**config.mk**
```make
export PLATFORM = sky130hd
export DESIGN_NAME = strobe_sequencer
export DESIGN_NICKNAME = d
export VERILOG_FILES = /design/src/rtl/strobe_seq_pkg.sv /design/src/rtl/strobe_seq_timer.sv /design/src/rtl/strobe_sequencer.sv
export SDC_FILE = /design/constraint.sdc
export NUM_CORES = 1
export LEC_CHECK = 0
export ABC_AREA = 1
export CAP_MARGIN = 20
export CORE_MARGIN = 5
export CORE_UTILIZATION = 47
export CTS_CLUSTER_DIAMETER = 50
export CTS_CLUSTER_SIZE = 8
export DETAILED_ROUTE_END_ITERATION = 6
export PLACE_DENSITY_LB_ADDON = 0.05
export SYNTH_ARGS = -nofsm -noshare
export SYNTH_HDL_FRONTEND = slang
export SYNTH_SLANG_ARGS = --single-unit
```
**constraint.sdc**
```tcl
create_clock -name clk -period 1.8 [get_ports clk]
set_clock_uncertainty 0.1 [all_clocks]
set_input_delay 0.27 -clock clk [delete_from_list [all_inputs] [get_ports clk]]
set_output_delay 0.27 -clock clk [all_outputs]
set_load 0.01 [all_outputs]
```
**src/rtl/strobe_seq_pkg.sv**
```systemverilog
// Shared encodings for the strobe sequencer: FSM states and decoder enable patterns.
// Enable patterns are packed as {g1, g2a_n, g2b_n}.
package strobe_seq_pkg;

  typedef enum logic [1:0] {
    ST_IDLE   = 2'd0,
    ST_SETUP  = 2'd1,
    ST_STROBE = 2'd2,
    ST_HOLD   = 2'd3
  } state_e;

  localparam logic [2:0] ENA_OFF    = 3'b011;
  localparam logic [2:0] ENA_SETUP  = 3'b111;
  localparam logic [2:0] ENA_STROBE = 3'b100;

  // Phase lengths of zero are stretched to one cycle.
  function automatic int unsigned min1(input int unsigned n);
    return (n == 0) ? 1 : n;
  endfunction

endpackage

```
**src/rtl/strobe_seq_timer.sv**
```systemverilog
// Loadable down-counter used for phase timing and for the ack timeout.
// Load has priority over decrement; the count saturates at zero.
module strobe_seq_timer #(
  parameter int unsigned CNT_W = 4
) (
  input  logic             clk,
  input  logic             reset,
  input  logic             load,
  input  logic [CNT_W-1:0] load_val,
  input  logic             dec,
  output logic             zero_c
);

  logic [CNT_W-1:0] cnt_q;
  logic [CNT_W-1:0] cnt_d;

  always_comb begin
    cnt_d = cnt_q;
    if (load) begin
      cnt_d = load_val;
    end else if (dec && (cnt_q != '0)) begin
      cnt_d = cnt_q - CNT_W'(1);
    end
  end

  always_ff @(posedge clk) begin
    if (reset) begin
      cnt_q <= '0;
    end else begin
      cnt_q <= cnt_d;
    end
  end

  assign zero_c = (cnt_q == '0);

endmodule

```
**src/rtl/strobe_sequencer.sv**
```systemverilog
// Drives a 3-to-8 strobe decoder: select setup, timed enable strobe, select hold.
// Define STROBE_SEQ_ACK_EN to stretch the strobe until dev_ack, with a timeout that pulses err.
module strobe_sequencer
  import strobe_seq_pkg::*;
#(
  parameter int unsigned SETUP_CYC   = 1,
  parameter int unsigned STROBE_CYC  = 2,
  parameter int unsigned HOLD_CYC    = 1,
  parameter int unsigned CNT_W       = 4,
  parameter int unsigned TIMEOUT_CYC = 15
) (
  input  logic       clk,
  input  logic       reset,
  input  logic       req_valid,
  input  logic [2:0] req_sel,
  output logic       req_ready,
  input  logic       dev_ack,
  output logic       sel_a,
  output logic       sel_b,
  output logic       sel_c,
  output logic       g1,
  output logic       g2a_n,
  output logic       g2b_n,
  output logic       busy,
  output logic       done,
  output logic       err
);

  localparam logic [CNT_W-1:0] SETUP_LD  = CNT_W'(min1(SETUP_CYC) - 1);
  localparam logic [CNT_W-1:0] STROBE_LD = CNT_W'(min1(STROBE_CYC) - 1);
  localparam logic [CNT_W-1:0] HOLD_LD   = CNT_W'(min1(HOLD_CYC) - 1);

  state_e           state_q;
  state_e           state_d;
  logic [2:0]       sel_q;
  logic [2:0]       sel_d;
  logic [2:0]       ena_q;
  logic [2:0]       ena_d;
  logic             busy_q;
  logic             busy_d;
  logic             done_q;
  logic             done_d;
  logic             err_q;
  logic             err_d;

  logic             accept_c;
  logic             ph_load;
  logic [CNT_W-1:0] ph_val;
  logic             ph_dec;
  logic             ph_zero_c;
  logic             to_load;
  logic             to_dec;
  logic             timeout_c;

  assign req_ready = ~reset & (state_q == ST_IDLE);
  assign accept_c  = req_valid & req_ready;

  strobe_seq_timer #(.CNT_W(CNT_W)) u_ph_timer (
    .clk      (clk),
    .reset    (reset),
    .load     (ph_load),
    .load_val (ph_val),
    .dec      (ph_dec),
    .zero_c   (ph_zero_c)
  );

`ifdef STROBE_SEQ_ACK_EN
  localparam logic [CNT_W-1:0] TIMEOUT_LD = CNT_W'(TIMEOUT_CYC);

  logic to_zero_c;

  // Counts the extra strobe cycles spent waiting for dev_ack.
  strobe_seq_timer #(.CNT_W(CNT_W)) u_to_timer (
    .clk      (clk),
    .reset    (reset),
    .load     (to_load),
    .load_val (TIMEOUT_LD),
    .dec      (to_dec),
    .zero_c   (to_zero_c)
  );
`else
  logic unused_cfg;
  assign unused_cfg = dev_ack | (TIMEOUT_CYC != 0) | to_load | to_dec;
`endif

  // State register.
  always_ff @(posedge clk) begin
    if (reset) begin
      state_q <= ST_IDLE;
    end else begin
      state_q <= state_d;
    end
  end

  // Next-state and timer control.
  always_comb begin
    state_d   = state_q;
    ph_load   = 1'b0;
    ph_val    = '0;
    ph_dec    = 1'b0;
    to_load   = 1'b0;
    to_dec    = 1'b0;
    timeout_c = 1'b0;
    case (state_q)
      ST_IDLE: begin
        if (accept_c) begin
          state_d = ST_SETUP;
          ph_load = 1'b1;
          ph_val  = SETUP_LD;
        end
      end
      ST_SETUP: begin
        if (ph_zero_c) begin
          state_d = ST_STROBE;
          ph_load = 1'b1;
          ph_val  = STROBE_LD;
          to_load = 1'b1;
        end else begin
          ph_dec = 1'b1;
        end
      end
      ST_STROBE: begin
        if (!ph_zero_c) begin
          ph_dec = 1'b1;
        end else begin
`ifdef STROBE_SEQ_ACK_EN
          if (dev_ack) begin
            state_d = ST_HOLD;
            ph_load = 1'b1;
            ph_val  = HOLD_LD;
          end else if (to_zero_c) begin
            state_d   = ST_HOLD;
            ph_load   = 1'b1;
            ph_val    = HOLD_LD;
            timeout_c = 1'b1;
          end else begin
            to_dec = 1'b1;
          end
`else
          state_d = ST_HOLD;
          ph_load = 1'b1;
          ph_val  = HOLD_LD;
`endif
        end
      end
      ST_HOLD: begin
        if (ph_zero_c) begin
          state_d = ST_IDLE;
        end else begin
          ph_dec = 1'b1;
        end
      end
      default: state_d = ST_IDLE;
    endcase
  end

  // Output values for the next cycle, decoded from the next state.
  always_comb begin
    ena_d  = ENA_OFF;
    busy_d = (state_d != ST_IDLE);
    done_d = (state_q == ST_HOLD) && (state_d == ST_IDLE);
    err_d  = timeout_c;
    sel_d  = accept_c ? req_sel : sel_q;
    case (state_d)
      ST_SETUP,
      ST_HOLD:   ena_d = ENA_SETUP;
      ST_STROBE: ena_d = ENA_STROBE;
      default:   ena_d = ENA_OFF;
    endcase
  end

  // Decoder-facing and status output registers.
  always_ff @(posedge clk) begin
    if (reset) begin
      sel_q  <= 3'b000;
      ena_q  <= ENA_OFF;
      busy_q <= 1'b0;
      done_q <= 1'b0;
      err_q  <= 1'b0;
    end else begin
      sel_q  <= sel_d;
      ena_q  <= ena_d;
      busy_q <= busy_d;
      done_q <= done_d;
      err_q  <= err_d;
    end
  end

  assign {sel_c, sel_b, sel_a} = sel_q;
  assign {g1, g2a_n, g2b_n}    = ena_q;
  assign busy                  = busy_q;
  assign done                  = done_q;
  assign err                   = err_q;

endmodule

```
Word level (Yosys, flattened, before mapping)
Index checks and enable logic that the tools add are counted.
{"block": "word_totals", "reg_bits": 14, "latchBits": 0, "mem_bits_rw": 0, "romBits": 0, "in_bits": 7, "output_inout_bits": 10, "elab_cells": 42, "n_memories": 0}
{"block": "op_classes", "addsub": 1, "multipliers": 0, "div_mod_pow": 0, "magnitude_cmp": 0, "eq_ne": 6, "shifts": 0, "muxes": 15, "bitwise": 3, "reduce_logical": 11}
{"op": "$eq 2x2->1 const B", "n": 4}
{"op": "$mux 2", "n": 4}
{"op": "$mux 4", "n": 2}
{"op": "$pmux 2 s4", "n": 1}
{"op": "$mux 1", "n": 6}
{"op": "$pmux 3 s2", "n": 1}
{"op": "$eq 2x1->1 const B", "n": 2}
{"op": "$logic_not 2->1", "n": 2}
{"op": "$logic_not 4->1", "n": 1}
{"op": "$reduce_bool 2->1", "n": 2}
{"op": "$reduce_bool 4->1", "n": 1}
{"op": "$reduce_or 2->1", "n": 2}
{"op": "$sub 4x1->4 const B", "n": 1}
{"op": "$reduce_or 3->1", "n": 1}
{"op": "$and 1x1->1", "n": 2}
{"op": "$logic_and 1x1->1", "n": 2}
{"op": "$pmux 1 s2", "n": 1}
{"op": "$not 1->1", "n": 1}

Logic depth before layout (Yosys ltp)
{"block": "logic_depth", "word_depth": 8, "mapped_depth": 11, "depth_no_buf": 11}

Hierarchy
Synthesis repeated with hierarchy kept, for this count alone.
{"block": "unflattened", "cells_unflattened": 113, "area_unflattened_um2": 783.3}
{"mod": "strobe_sequencer", "instances": 1, "cells_each": 72, "area_each_um2": 509.2, "seq_area_each_um2": 160.2}
{"mod": "strobe_seq_timer", "instances": 1, "cells_each": 41, "area_each_um2": 274.0, "seq_area_each_um2": 80.1}

Worst setup path before layout
No wires, ideal clock.
{"block": "synth_timing", "kind": "reg-to-reg", "from": "register state_q[1]", "to": "register ena_q[2]", "setup_ns": 0.114, "arrival_time_ns": 1.229, "required_ns": 1.586, "path_slack_ns": 0.357, "path_stages_with_launch": 10, "n_path_buf": 0, "period_less_slack_ns": 1.443, "path_cell_list": "dfxtp_1 > inv_1 > ha_1 > or2_2 > nand3_1 > nand2_1 > nand2_1 > nand2_2 > nand2_2 > nand2_1"}
{"block": "synth_between", "elab_chain_len": 8, "elab_cells_between_ends": 16, "classes_between": "eq/ne (6); mux (6); bitwise (2); reduce/logical (2)"}
{"item": "start: declaration", "line_no": "strobe_sequencer.sv:33", "source": "state_e state_q;"}
{"item": "start signal: assignment", "line_no": "strobe_sequencer.sv:91", "source": "state_q <= state_d;"}
{"item": "$logic_not 2->1", "line_no": "strobe_sequencer.sv:55, strobe_sequencer.sv:104"}
{"item": "$and 1x1->1", "line_no": "strobe_sequencer.sv:55", "source": "assign req_ready = ~reset & (state_q == ST_IDLE);"}
{"item": "$and 1x1->1", "line_no": "strobe_sequencer.sv:56", "source": "assign accept_c = req_valid & req_ready;"}
{"item": "$mux 2", "line_no": "strobe_sequencer.sv:106", "source": "if (accept_c) begin"}
{"item": "$pmux 2 s4 *", "line_no": "strobe_sequencer.sv:104", "source": "case (state_q)"}
{"item": "$eq 2x1->1 / $eq 2x2->1 (equally long branches)", "line_no": "strobe_sequencer.sv:164", "source": "case (state_d)"}
{"item": "$reduce_or 2->1", "line_no": "strobe_sequencer.sv:164"}
{"item": "$pmux 3 s2 *", "line_no": "strobe_sequencer.sv:164"}
{"item": "end signal: assignment", "line_no": "strobe_sequencer.sv:182", "source": "ena_q <= ena_d;"}
{"item": "end: declaration", "line_no": "strobe_sequencer.sv:37", "source": "logic [2:0] ena_q;"}
Mark *: on every way between the ends. The rest lies on a longest branch, timed or not.
A chain may end at the register's enable or synchronous reset.

Worst setup path after layout
{"block": "layout_timing", "from": "register state_q[0]", "to": "output port req_ready"}
{"block": "layout_between", "elab_chain_len": 2}
{"item": "$logic_not 2->1", "line_no": "strobe_sequencer.sv:55"}
{"item": "$and 1x1->1", "line_no": "strobe_sequencer.sv:55"}
{"item": "end: declaration", "line_no": "strobe_sequencer.sv:16", "source": "output logic req_ready,"}
Every way passes these cells.

==> results <==
==> flip-flops by register name, summed over array words and instances, names as in the netlist <==
signal and count:
done 1, state_q 2, ena_q 2, sel_q 3, u_ph_timer.cnt_q 4
==> worst paths after layout <==
kind / to / slack, ns / depth (start not counted)
setup / recovery: req_ready / 0.11 / 5
hold / removal: sel_q[0] / 0.37 / 2
setup reg to reg: ena_q[2] / 0.27 / 9
hold reg to reg: sel_q[0] / 0.37 / 2
==> report_power, final <==
group | switching [mW] | internal [mW]
Clock | 0.0969 | 0.123
Combinational | 0.336 | 0.239
Sequential | 0.0370 | 0.323
Total | 0.470 | 0.685
==> final cells by class <==
type	instances	area [µm²]
fill	150	583
multi-input combinational	67	397
sequential	12	243
timing repair buffer	15	146
inverter	17	63.8
clock buffer	4	36.3
tap	16	20.0
==> repair_timing <==
action                     in CTS  in global routing
setup endpoints to repair       1                  1
gates resized for setup         1                  2
setup buffers                   0                  0
==> cell families after synthesis <==
family                   after synthesis  share of synthesized area (%)
flip-flops                            12                           33.2
AND/OR/NAND/NOR                       54                           38.2
XOR/XNOR                               1                           1.21
adder cells (fa/ha/maj)                7                           12.1
other                                  1                          0.519
buffers and inverters                 20                           11.9
AO/OA/AOI/OAI                          4                           2.77
==> worst reg2reg max path, delay by kind of cell, from the launching register on <==
| family | cells | cell delay [ns] |
|---|---|---|
| fa+ha+maj | 1 | 0.20 |
| buf+inv | 1 | 0.08 |
| flops | 1 | 0.36 |
| simple gates | 7 | 0.69 |
==> per-layer routing <==
metal	GRT usage (%)	vias to the layer above	routed length [µm]
met3	3.67	4	70
met5	0	-	0
li1	-	327	-
met1	14.4	268	598
met4	6.73	0	25
met2	18.9	14	607
==> cells in the mapped netlist, drive strengths merged <==
cell type,instances,share of area (%)
a21oi,3,2.1
and3,1,0.87
buf,3,3.1
conb,1,0.52
dfxtp,12,33
ha,7,12
inv,17,8.8
nand2,33,23
nand3,13,9.0
nor2,6,4.8
o21ai,1,0.69
or2,1,0.87
xor2,1,1.2
==> metrics by stage <==
step,area (µm²),setup slack [ns]
4_1_cts,903,0.0542
2_1_floorplan,723,0.357
3_5_place_dp,868,-0.00324
5_1_grt,906,0.0107
3_3_place_gp,868,-0.00143
6_report,906,0.114
==> impl_results.md <==
- Core area: roughly 1500 µm²
- CP arrival: roughly 1.3 ns
- Fin Hold WS: 0.368 ns
- Initial antenna violation count: 0
- Max Cap Viol: 0
- Drt first pass iters: 4
- Clock sinks: 12
- Root Driver: clkbuf_4
- Fin crit period: approximately 1.7 ns
- DP Cell Count: ~130
- Final hold violations: 0
- Critical Path Start: state_q[0]
- Overall Global Routing Usage: between 10% and 20%
- Most common cell after layout, fill and taps aside: nand2_1
- Largest net degree at the start of global routing: 9
- CP most frequent cell: inv_1
- Area delta synth->final: 25.3%
- # hold bufs at CTS: 0
- Warnings from Yosys: 0
- Gpl congestion: 0.793
- Sequential fraction of the synthesis area: 33.2%
- Setup_tns: 0 ns
- Clk Latency, worst-skew pair: between 0.2 and 0.3 ns
- Die Wd: 49.2 µm
- Layout net count: 130
- Hold Path Class: flip-flop to flip-flop
- Post-synth cell types: 18
- Post-DP HPWL: 1020 µm
- ANT cells: 0
- Critical path buffers and inverters: 3
- PwrDens: roughly 1300 nW/µm²
- Residual DRC: 0
- CP Data Required Time: around 1.4 ns
- Hold Crit Start: sel_q[0]
- DR WL/cell: 9.93 µm
- CP Launch Type: flip-flop
- Critical path fanouts, max: 4
- Most frequent cells in the layout: 23 x nand2_1, 15 x inv_1, 13 x nand3_1, 13 x clkdlybuf4s50_1, 10 x dfxtp_1
- IO Count: 17
- Cells after Synth: 99
- CP cell instances: inv_1 > ha_1 > inv_1 > nor2_4 > dlygate4sd2_1
- Final non-filler cell total: 131
- Final ANT Viol Nets: 0
- Slowest cell on the critical path: dfxtp_2
- Vias in the first global route: 600
- Clock Tree Buf Depth: 2
- Crit end category: primary output
- Global-route wire length before repair: 2330 µm
- Maximum vdd drop: 717 µV
- Unrepaired setup endpoints after global routing: false
- Die footprint: 2420 µm²
- Endpoints failing setup: 0
- Final core occ: 60.8%
- Synthesized Nets: 113
- Vias per cell: about 4.7
- IO buf count: 14
- Routed Wire Length: between 1000 and 1500 µm
- Period utilization: a little over nine tenths
- Syn avg cell area: 7.30 µm²
- Mapped Area: between 700 and 800 µm²
- Clock-pin slew on the worst setup and hold paths: 0.07 ns
- Vias: 613
- Kind of critical path: flip-flop to primary output
- Grt total ovfl: 0
- Count of state elements after synthesis: 12
- Rows: 14
- Share of layout cells above drive strength 1: 20.0%
- FF-to-FF Start: state_q[1]
- Total Power: around 1.2 mW
- H-tree Lvls: 1
- Leak Pwr: 0.471 nW
- Status: completed
- Crit path max-delay family: buffers and inverters
- Slowest cell delay on critical path: around 0.34 ns
- Die height: 49.2 µm
- Initial Util: between 40 and 50%
- Max Slew Vio Count: 0
- CTS buffer count: 3
- Drt initial violations: 4
- TritonCTS clock tree: done
- Fmax achieved: approximately 590 MHz
Note: power is estimated with default switching activity, not from simulation.
==> RTL change 1 (same flow settings) <==
Add a define of `STROBE_SEQ_ACK_EN`.
--- a/src/rtl/strobe_sequencer.sv
+++ b/src/rtl/strobe_sequencer.sv
@@ -1,5 +1,7 @@
 // Drives a 3-to-8 strobe decoder: select setup, timed enable strobe, select hold.
 // Define STROBE_SEQ_ACK_EN to stretch the strobe until dev_ack, with a timeout that pulses err.
+`define STROBE_SEQ_ACK_EN
+
 module strobe_sequencer
   import strobe_seq_pkg::*;
 #(
Formal check against the unedited RTL: not equivalent (a bounded check fails within 10 cycles, from zero or initial values and one cycle with reset high).
==> RTL change 1 against the unedited design <==
  * Setup slack better by 28 ps
  * Wire length grew 30%
  * Final area is 23% higher
  * Clock power shrank 8%
  * Register-to-register slack got worse by 30 ps
  * Area after synthesis up 23%
  * Sequential cell count increased by 5
  * Global-route usage increased by 2.7 points
  * Power grew 9.9%
  * Critical endpoint unchanged
  * Synthesized cell count is 19% higher
  * Critical path type unchanged
==> RTL change 1: results (changes against the unedited design) <==
crit_arrival_ps: 1290  # was 1320 ps
hpwl_um: 1314  # was 1019 µm
cts_resized: 2  # was 1
clkTransAtPathRegs_ps: 100  # was 70 ps
p_per_area_nw_per_um2: 1144  # was 1275 nW/µm²
num-nets-final: 148  # was 130
cp_slowest_stage_delay_ps: 380  # was 340 ps
status: "complete, no violations"  # unchanged
first_iter_violations: 9  # was 4
totalWireLength_um: 1691  # was 1301 µm
critPathSlowestCell: "dfxtp_1"  # was dfxtp_2
met1_usage_pct: 18.68  # was 14.36%
synthTopCellsByCount: "nand2_1, dfxtp_1, inv_1"  # was nand2_1, inv_1, nand3_1
synth_adder_area_share_pct: 2.817  # was 12.11%
rrSetupSlack_ps: 240  # was 270 ps
drt-met1-wl_um: 828  # was 598 µm
n_all_buffers: 18  # was 15
placed_area_um2: 1080  # was 868.3 µm²
multi_input_comb_cells: 78  # was 67
gp_congestion: 0.8185  # was 0.7930
peakVddDrop_mv: 0.6980  # was 0.7170 mV
layout.nonclk_buf_share_pct: 15.67  # was 16.16%
pre_cts_ws_ps: 38.73  # was -3.237 ps
io_buffers: 16  # was 14
avgViaCountPerCell: 4.779  # was 4.679
drive_gt1_share_pct: 18.12  # was 20.00%
p_leak_nw: 0.5386  # was 0.4709 nW
sh_seq_area_pct: 30.67  # was 26.80%
critPathTopFamily: "flip-flops"  # was buffers and inverters
use_met3_pct: 5.915  # was 3.670%
route.met2.wl_um: 718  # was 607 µm
synth_cell_types: 23  # was 18
place_inst: 159  # was 127
worstPathMaxFanout: 5  # was 4
ys_ff_latch: 17  # was 12
synth_area_leaders: "dfxtp_1, nand2_1, inv_1"  # was dfxtp_1, ha_1, nand2_1
synth-xor-area-share_pct: 0.9859  # was 1.211%
n_fill_cell: 167  # was 150
grt_pass1_vias: 723  # was 600
grt_max_degree: 10  # was 9
grt_pass1_wl_um: 3042  # was 2325 µm
[RTL change 1: worst max-delay path by stage]
| stage | startpoint | end | slack [ps] | depth (start not counted) |
|---|---|---|---|---|
| 5_1_grt | state_q[1] | req_ready | 40 | 4 |
| 3_5_place_dp | reset | req_ready | 40 | 3 |
| 3_3_place_gp | reset | req_ready | 10 | 3 |
| 2_1_floorplan | u_ph_timer.cnt_q[0] | ena_q[2] | 370 | 9 |
| 4_1_cts | state_q[1] | req_ready | 130 | 4 |
| 6_report | state_q[1] | req_ready | 140 | 4 |
[RTL change 1: worst register-to-register path, stage by stage (launching register included)]
cell	delay [ps]
dfxtp_1	350
inv_1	80
ha_1	270
nand2_4	150
nor2_4	60
nand2_4	100
nand3_2	60
nand2_1	70
inv_2	30
or2_1	190
[RTL change 1: power groups by stage]
stage,Combinational (mW),Sequential (mW),Clock (mW)
finish,0.573,0.494,0.202
floorplan,0.423,0.501,0
CTS,0.576,0.494,0.212
global route,0.645,0.505,0.231
global placement,0.565,0.496,0
detailed placement,0.574,0.498,0
==> RTL change 2 (same settings) <==
Without the edit above. Re-encode `state_e` (4 states) as one-hot, 4 bits wide.
--- a/src/rtl/strobe_seq_pkg.sv
+++ b/src/rtl/strobe_seq_pkg.sv
@@ -2,11 +2,11 @@
 // Enable patterns are packed as {g1, g2a_n, g2b_n}.
 package strobe_seq_pkg;
 
-  typedef enum logic [1:0] {
-    ST_IDLE   = 2'd0,
-    ST_SETUP  = 2'd1,
-    ST_STROBE = 2'd2,
-    ST_HOLD   = 2'd3
+  typedef enum logic [3:0] {
+    ST_IDLE   = 4'b0001,
+    ST_SETUP  = 4'b0010,
+    ST_STROBE = 4'b0100,
+    ST_HOLD   = 4'b1000
   } state_e;
 
   localparam logic [2:0] ENA_OFF    = 3'b011;
Formal check against the unedited RTL: same outputs for any inputs over 10 cycles, from zero or initial values and one cycle with reset high; not proved beyond that.
==> RTL change 2 against the unedited design <==
  * Clock power fell by 12%
  * Final area is 2.3% higher
  * Critical path depth down 1
  * Synthesized cell count up 14%
  * Area after synthesis is 2.6% higher
  * Power increased by 4.4%
  * Largest power group unchanged
  * Cell count rose by 12%
  * Setup slack better by 82 ps
  * Highest routed layer unchanged
  * First-iteration DRC count rose to 2.5 times the old value
  * Die area rose by 2.1%
  * Sequential power up 26%
  * Sequential cell count is 3 higher
  * Wire length rose by 9.1%
  * Combinational power down 3%
==> RTL change 2: results (changes against the unedited design) <==
track_usage_pct: 13.34  # was 12.05%
synth_area_leaders: "dfxtp_1, nand2_1, inv_1"  # was dfxtp_1, ha_1, nand2_1
grt_pass1_wl_um: 2580  # was 2325 µm
cts_resized: 1  # unchanged
placed_area_um2: 902.1  # was 868.3 µm²
p_leak_nw: 0.4873  # was 0.4709 nW
reg.largest.list: "state_q: 4 flops, u_ph_timer.cnt_q: 4 flops, sel_q: 3 flops"  # was u_ph_timer.cnt_q: 4 flops, sel_q: 3 flops
final_cells: 147  # was 131
clock_path_buffers: 2  # unchanged
cp_slowest_stage_delay_ps: 350
drive_gt1_share_pct: 11.45  # was 20.00%
worstSkewPairLatency_ps: 280  # about the same
wl_per_cell_um: 9.653  # was 9.931 µm
drt-met1-wl_um: 681  # was 598 µm
r2r_cells: 11  # was 9
grt_pass1_vias: 653  # was 600
synth.net_count: 121  # was 113
hpwl_um: 1127  # was 1019 µm
crit_arrival_ps: 1230  # was 1320 ps
grt_max_degree: 10  # was 9
top_layer: "met4"  # unchanged
synth_cells: 113  # was 99
gp_congestion: 0.8175  # was 0.7930
reg2reg_from: "u_ph_timer.cnt_q[0]"  # was state_q[1]
io_buffers: 14  # unchanged
first_iter_violations: 10  # was 4
route.met2.wl_um: 611  # was 607 µm
worstPathMaxFanout: 5  # was 4
coreArea_um2: 1506  # was 1489 µm²
grt_antenna_before_repair: 0  # unchanged
hp-class: "flip-flop to flip-flop"  # unchanged
async_flop_share_pct: 0  # unchanged
min_from: "u_ph_timer.cnt_q[1]"  # was sel_q[0]
min_to: "u_ph_timer.cnt_q[1]"  # was sel_q[0]
n_fill_cell: 154  # was 150
yosysSeqAreaShare_pct: 40.47  # was 33.22%
synthTopCellsByCount: "nand2_1, inv_1, dfxtp_1, nor2_1, nand3_1"  # was nand2_1, inv_1, nand3_1
critPathSlowestCell: "dfxtp_1"  # was dfxtp_2
ys.flop_type: "dfxtp_1"  # unchanged
clkTransAtPathRegs_ps: 90  # was 70 ps
wl_met3_um: 87  # was 70 µm
status: "complete, no violations"  # unchanged
peakVddDrop_mv: 0.8816  # was 0.7170 mV
num-nets-final: 140  # was 130
cts_setup_buffers: 0  # unchanged
yosysWarnings: 0  # unchanged
avgViaCountPerCell: 4.884  # was 4.679
htreeDepth: 1  # unchanged
timing.rr.end: "u_ph_timer.cnt_q[3]"  # was ena_q[2]
rrSetupSlack_ps: 220  # was 270 ps
## RTL change 2: worst max path at each step
stage,start,end,cells past startpoint
2_1_floorplan,u_ph_timer.cnt_q[0],u_ph_timer.cnt_q[0],13
3_3_place_gp,reset,req_ready,3
3_5_place_dp,reset,req_ready,3
4_1_cts,state_q[3],req_ready,4
5_1_grt,u_ph_timer.cnt_q[0],busy,11
6_report,state_q[3],req_ready,4
## RTL change 2: logic make-up (layout without fill, tap and decap cells)
group / Yosys count / after routing / synth area share [%]
simple gates: 68 / 68 / 40.30
buf+inv: 22 / 40 / 12.14
flops: 15 / 15 / 40.47
compound gates: 6 / 6 / 4.891
fa+ha+maj: 1 / 1 / 1.686
other cells: 1 / 1 / 0.5054
## RTL change 2: cell type report
type	count	area (µm²)	area share, %
clock buffers	4	26.28	2.834
flip-flops and latches	15	300.3	32.39
inverters	20	75.07	8.097
well taps	16	20.02	2.159
repair buffers	16	153.9	16.60
multi-input cells	76	351.6	37.92
## RTL change 2: layer usage
| layer | up-vias | track usage [%] |
|---|---|---|
| met5 | - | 0 |
| met4 | 0 | 8.297 |
| met3 | 5 | 4.217 |
| met2 | 17 | 18.86 |
| met1 | 318 | 17.28 |
| li1 | 378 | - |
## RTL change 2: power by group
| group | switching (mW) | total, mW | internal [mW] |
|---|---|---|---|
| registers | 0.0448 | 0.453 | 0.408 |
| logic | 0.331 | 0.560 | 0.229 |
| clock network | 0.107 | 0.193 | 0.0862 |
| total | 0.482 | 1.21 | 0.723 |
## RTL change 2: worst max-delay path: cells and delay by family, from the launching register on
family | cells | cell delay, ps
and+or+nand+nor | 3 | 330
buffers and inverters | 1 | 270
DFF | 1 | 350
## RTL change 2: through the flow
step                setup WS, ps  utilization [%]  hold WS, ps
finish                     196.2            61.54        365.2
global route               45.15            61.54        394.1
CTS                        180.5            61.54        371.7
detailed placement         72.91            59.88        358.0
global placement           75.49            59.88        349.2
floorplan                  381.0                -        232.4
